File: src/rtl/matdet8_loader.sv
`default_nettype none
// ============================================================================
// Module   : matdet8_loader
// Brief    : Serial row-major element loader feeding the 8x8 determinant
//            block; captures the returned determinant after a settle delay.
// Revision : 1.0 - initial release
// ============================================================================
module matdet8_loader #(
  parameter int DATA_WIDTH    = 8,
  parameter int MATRIX_SIZE   = 64,
  parameter int SETTLE_CYCLES = 2
) (
  input  logic                              clk,
  input  logic                              rst_n,
  input  logic                              s_valid,
  output logic                              s_ready,
  input  logic [DATA_WIDTH-1:0]             s_data,
  input  logic                              s_last,
  output logic [MATRIX_SIZE*DATA_WIDTH-1:0] mat_out,
  input  logic [DATA_WIDTH-1:0]             det_in,
  output logic                              m_valid,
  input  logic                              m_ready,
  output logic [DATA_WIDTH-1:0]             m_det,
  output logic                              m_err
);

  localparam int c_idx_w      = (MATRIX_SIZE > 1) ? $clog2(MATRIX_SIZE) : 1;
  localparam int c_settle_eff = (SETTLE_CYCLES < 1) ? 1 : SETTLE_CYCLES;
  localparam int c_cnt_w      = (c_settle_eff > 1) ? $clog2(c_settle_eff) : 1;
  localparam logic [c_idx_w-1:0] c_last_idx = c_idx_w'(MATRIX_SIZE - 1);
  localparam logic [c_cnt_w-1:0] c_cnt_load = c_cnt_w'(c_settle_eff - 1);

  typedef enum logic [1:0] {
    c_st_load   = 2'd0,
    c_st_settle = 2'd1,
    c_st_hold   = 2'd2
  } state_t;

  state_t                r_state;
  state_t                w_state_nxt;
  logic [DATA_WIDTH-1:0] r_elem [MATRIX_SIZE];
  logic [c_idx_w-1:0]    r_idx;
  logic [c_cnt_w-1:0]    r_cnt;
  logic                  r_err_pending;
  logic [DATA_WIDTH-1:0] r_det;
  logic                  r_err;
  logic                  w_accept;
  logic                  w_idx_last;

  assign w_accept   = s_valid && (r_state == c_st_load);
  assign w_idx_last = (r_idx == c_last_idx);
  assign m_det      = r_det;
  assign m_err      = r_err;

  generate
    for (genvar gi = 0; gi < MATRIX_SIZE; gi++) begin : g_flat
      assign mat_out[gi*DATA_WIDTH +: DATA_WIDTH] = r_elem[gi];
    end
  endgenerate

  always_ff @(posedge clk or negedge rst_n) begin
    if (!rst_n) begin
      r_state <= c_st_load;
    end else begin
      r_state <= w_state_nxt;
    end
  end

  always_comb begin
    w_state_nxt = r_state;
    s_ready     = 1'b0;
    m_valid     = 1'b0;
    case (r_state)
      c_st_load: begin
        s_ready = 1'b1;
        if (w_accept) begin
          if (w_idx_last) begin
            w_state_nxt = c_st_settle;
          end else if (s_last) begin
            w_state_nxt = c_st_hold;
          end
        end
      end
      c_st_settle: begin
        if (r_cnt == '0) begin
          w_state_nxt = c_st_hold;
        end
      end
      c_st_hold: begin
        m_valid = 1'b1;
        if (m_ready) begin
          w_state_nxt = c_st_load;
        end
      end
      default: begin
        w_state_nxt = c_st_load;
      end
    endcase
  end

  // Datapath: element slots, frame index, settle countdown and result capture.
  always_ff @(posedge clk or negedge rst_n) begin
    if (!rst_n) begin
      for (int i = 0; i < MATRIX_SIZE; i++) begin
        r_elem[i] <= '0;
      end
      r_idx         <= '0;
      r_cnt         <= '0;
      r_err_pending <= 1'b0;
      r_det         <= '0;
      r_err         <= 1'b0;
    end else begin
      case (r_state)
        c_st_load: begin
          if (w_accept) begin
            r_elem[r_idx] <= s_data;
            if (w_idx_last) begin
              r_idx         <= '0;
              r_cnt         <= c_cnt_load;
              r_err_pending <= !s_last;
            end else begin
              r_idx <= r_idx + 1'b1;
              // Early last aborts the frame without waiting for the settle time.
              if (s_last) begin
                r_det <= '0;
                r_err <= 1'b1;
              end
            end
          end
        end
        c_st_settle: begin
          if (r_cnt == '0) begin
            r_det <= det_in;
            r_err <= r_err_pending;
          end else begin
            r_cnt <= r_cnt - 1'b1;
          end
        end
        c_st_hold: begin
          if (m_ready) begin
            r_idx <= '0;
          end
        end
        default: begin
          r_idx <= '0;
        end
      endcase
    end
  end

endmodule
`default_nettype wire
File: config.mk
export PLATFORM = sky130hd
export DESIGN_NAME = matdet8_loader
export DESIGN_NICKNAME = d
export VERILOG_FILES = /design/src/rtl/matdet8_loader.sv
export SDC_FILE = /design/constraint.sdc
export NUM_CORES = 1
export LEC_CHECK = 0
export CORE_MARGIN = 2
export CORE_UTILIZATION = 40
export DETAILED_ROUTE_END_ITERATION = 8
export PLACE_DENSITY = 0.8
export SYNTH_ARGS = -nofsm -noshare
export SYNTH_HDL_FRONTEND = slang
export SYNTH_SLANG_ARGS = --single-unit
File: constraint.sdc
create_clock -name clk -period 4.2 [get_ports clk]
set_input_delay 0.42 -clock clk [delete_from_list [all_inputs] [get_ports clk]]
set_output_delay 0.42 -clock clk [all_outputs]
set_load 0.05 [all_outputs]
==> metrics.txt <==
Clock transition at path regs about 0.07 ns; dpl hpwl about 43000 um; Placed Instances 2460; Fin. Hold Viols 0; Synth cell types 41; Bufs and invs on worst path 3; Routed Antenna Nets 0; worst skew pair latency about 0.59 ns; RSZ-0062 raised after global routing no; simple-gate area share of the yosys netlist 4.100%; CTS buffer count 53; clock tree buffer depth 3; post-synthesis xor/xnor area fraction 0%; Syn Inst Count approximately 1300; Critical Path Fanout Max 28; met3 usage around 5.5%; nets@finish around 1900; Reg-to-Reg Start r_state[1]$_DFFE_PN0P_; Req. time, crit path about 3.8 ns; largest family of logic cells by synthesized area multiplexers; fillers 3968; met1 Track Usage GR ~30%; Die ar. between 50000 and 60000 um^2; startpoint types register; Final Wtd Congestion between 0.8 and 0.9; CP max stage cell clkdlybuf4s50_1; WHS Path Cells 2; leakage 13.64 nW; CORE AREA between 50000 and 60000 um^2; sequential share of the synthesized area 64.89%; Slew HR 28.12%; Max Cap Violations 0; R2R setup slack ~1.2 ns; layout cells sized above 1 a little over a third; GRT busiest layer met2; Max Slew Vio Count 0; die outline width between 200 and 250 um; global-route wire length before repair between 90000 and 100000 um; wire per inst 24.48 um; Post-Syn Area about 20000 um^2; crit-path max cell delay 0.88 ns; Fmax 327.4 MHz; TNS Setup 0 ns; row count 82; largest net degree at the start of global routing ~120; worst hold start s_last; skew final roughly 0.013 ns; Final Core Density ~56%; DRC 0; worst hold-check path type primary input to register; Iter 0 DRT Violations between 500 and 600; Placement Setup Slack roughly 1.0 ns; GRT Total Usage roughly a quarter; VDD IR max 0.5081 mV; area post-placement around 27000 um^2; post-DR vias/cell 5.137; post-synthesis mux area share between 20% and 30%; Crit path depth 4; initial antenna violation count 1; n_diodes 0; fin cells between 2000 and 3000; Worst Hold End r_err_pending$_DFFE_PN0P_; H-tree levels 2; Design Area, Final approximately 28000 um^2; crit path cell chain buf_4 -> or2_0 -> inv_1 -> clkdlybuf4s50_1; Pwr Density between 400 and 500 nW/um^2; final setup fails 0; outcome finished, final reports clean; Synth Area in Compound Gates 1.277%; crit path capture type primary output; EDFF count, synth 0; vias in the first global route approximately 14000; top cell family by delay on the critical path buffers and inverters; Async SR Flop Fraction 100.0%; Vias 13124; main flop type after synthesis dfrtp_1; Area Overhead vs Synth 38.98%; first drt pass iteration count 4; GR met2 Demand/Resource around two fifths; Final min period 3.055 ns; Starting Density between 40% and 50%; yosys warns 0; Synth Area in Adders less than 1%; crit share post-route 72.73%; Mapped Avg Cell Area approximately 16 um^2; clock sinks between 500 and 600; clock root buffer clkbuf_16; final setup margin between 1 and 1.5 ns; syn nets between 1000 and 1500; WL final between 60000 and 70000 um; die extent in y around 230 um; I/O Pins between 500 and 600; Yosys reg bits ~530; CTS tree yes; IO Port Bufs 543; r2r worst-path depth 6; gr ovfl total 0; Worst-Margin Slew about 1.1 ns; RR Endpoint mat_out[323]$_DFFE_PN0P_; WS Path Type register to primary output; arrival time worst endpoint 2.63 ns
## worst max path at each step
stage                                       from                       end
after floorplan           r_state[0]$_DFFE_PN0P_  mat_out[489]$_DFFE_PN0P_
after global placement                   s_valid  mat_out[324]$_DFFE_PN0P_
after detailed placement                 s_valid  mat_out[323]$_DFFE_PN0P_
after CTS                 r_state[1]$_DFFE_PN0P_                   s_ready
after global routing      r_state[1]$_DFFE_PN0P_  mat_out[327]$_DFFE_PN0P_
final                     r_state[1]$_DFFE_PN0P_                   s_ready
## repair_timing
action / 4_1_cts / 5_1_grt
hold buffers: 1 / 0
buffers inserted: 0 / 0
hold endpoints to repair: 105 / 0
gates resized for setup: 0 / 0
## registers in the layout, indices dropped and copies added, names as in the netlist
name           count
m_err              1
r_err_pending      1
r_state            2
r_idx              6
mat_out          512
r_cnt              1
m_det              8
## where the power goes
| group | switching (mW) | leakage [nW] | internal, mW |
|---|---|---|---|
| logic | 2.26 | 5.46 | 1.10 |
| registers | 0.290 | 7.31 | 5.55 |
| clock network | 1.95 | 0.867 | 2.77 |
## per-stage QoR
step,power [mW],hold slack [ns]
5_1_grt,14.41,0.4561
3_5_place_dp,9.307,0.4816
4_1_cts,14.06,0.4170
2_1_floorplan,7.974,0.1244
6_report,13.92,0.4447
3_3_place_gp,9.233,0.4690
## area by class of cell
| cell class | count | area [um^2] | area share [%] |
|---|---|---|---|
| sequential | 531 | 13290 | 46.69 |
| multi-input combinational | 682 | 6884 | 24.19 |
| timing repair buffer | 571 | 5675 | 19.94 |
| clock buffer | 78 | 1613 | 5.667 |
| tap | 672 | 840.8 | 2.954 |
| clock inverter | 16 | 141.4 | 0.4968 |
| inverter | 5 | 18.77 | 0.06594 |
## cells in the final DEF, fill, tap and decap left out, types with 11 or more instances in the layout
cell type	instances
buf_4	22
mux2_2	501
clkbuf_8	15
nand2_2	32
nand2_1	39
clkdlybuf4s50_1	534
o21ai_0	15
dfrtp_1	531
mux2_1	11
clkbuf_16	55
## cell families (layout without fill, tap and decap cells)
| group | count (synthesis) | after routing |
|---|---|---|
| muxes | 512 | 512 |
| and+or+nand+nor | 129 | 129 |
| buffers and inverters | 81 | 670 |
| adders and majority gates | 1 | 1 |
| AOI/OAI and AO/OA | 40 | 40 |
| DFF | 531 | 531 |
## synth_stat cells (3+ instances only)
| master | number | share of area, % |
|---|---|---|
| nor2_4 | 4 | 0.22 |
| nor2_1 | 6 | 0.11 |
| mux2_2 | 501 | 28 |
| nand2_2 | 32 | 0.98 |
| clkbuf_1 | 59 | 1.1 |
| nor3_2 | 3 | 0.15 |
| a21o_1 | 9 | 0.33 |
| mux2_1 | 11 | 0.60 |
| nand4_1 | 3 | 0.092 |
| nor2_2 | 9 | 0.27 |
| nand2_1 | 39 | 0.71 |
| nand3_1 | 4 | 0.098 |
| buf_1 | 11 | 0.20 |
| nor2b_1 | 4 | 0.12 |
| dfrtp_1 | 531 | 65 |
| nor2_8 | 4 | 0.39 |
| inv_1 | 5 | 0.092 |
| o21ai_0 | 15 | 0.37 |
| buf_2 | 6 | 0.15 |
| nor3b_1 | 3 | 0.11 |
| and3_1 | 3 | 0.092 |
| a21oi_1 | 3 | 0.073 |
| nand2b_1 | 3 | 0.092 |
## routing by layer
layer / up-vias / wire length [um]
li1: 5654 / -
met1: 6894 / 25270
met2: 451 / 31450
met3: 125 / 3696
met4: 0 / 2137
met5: - / 0
Note: power is estimated with default switching activity, not from simulation.
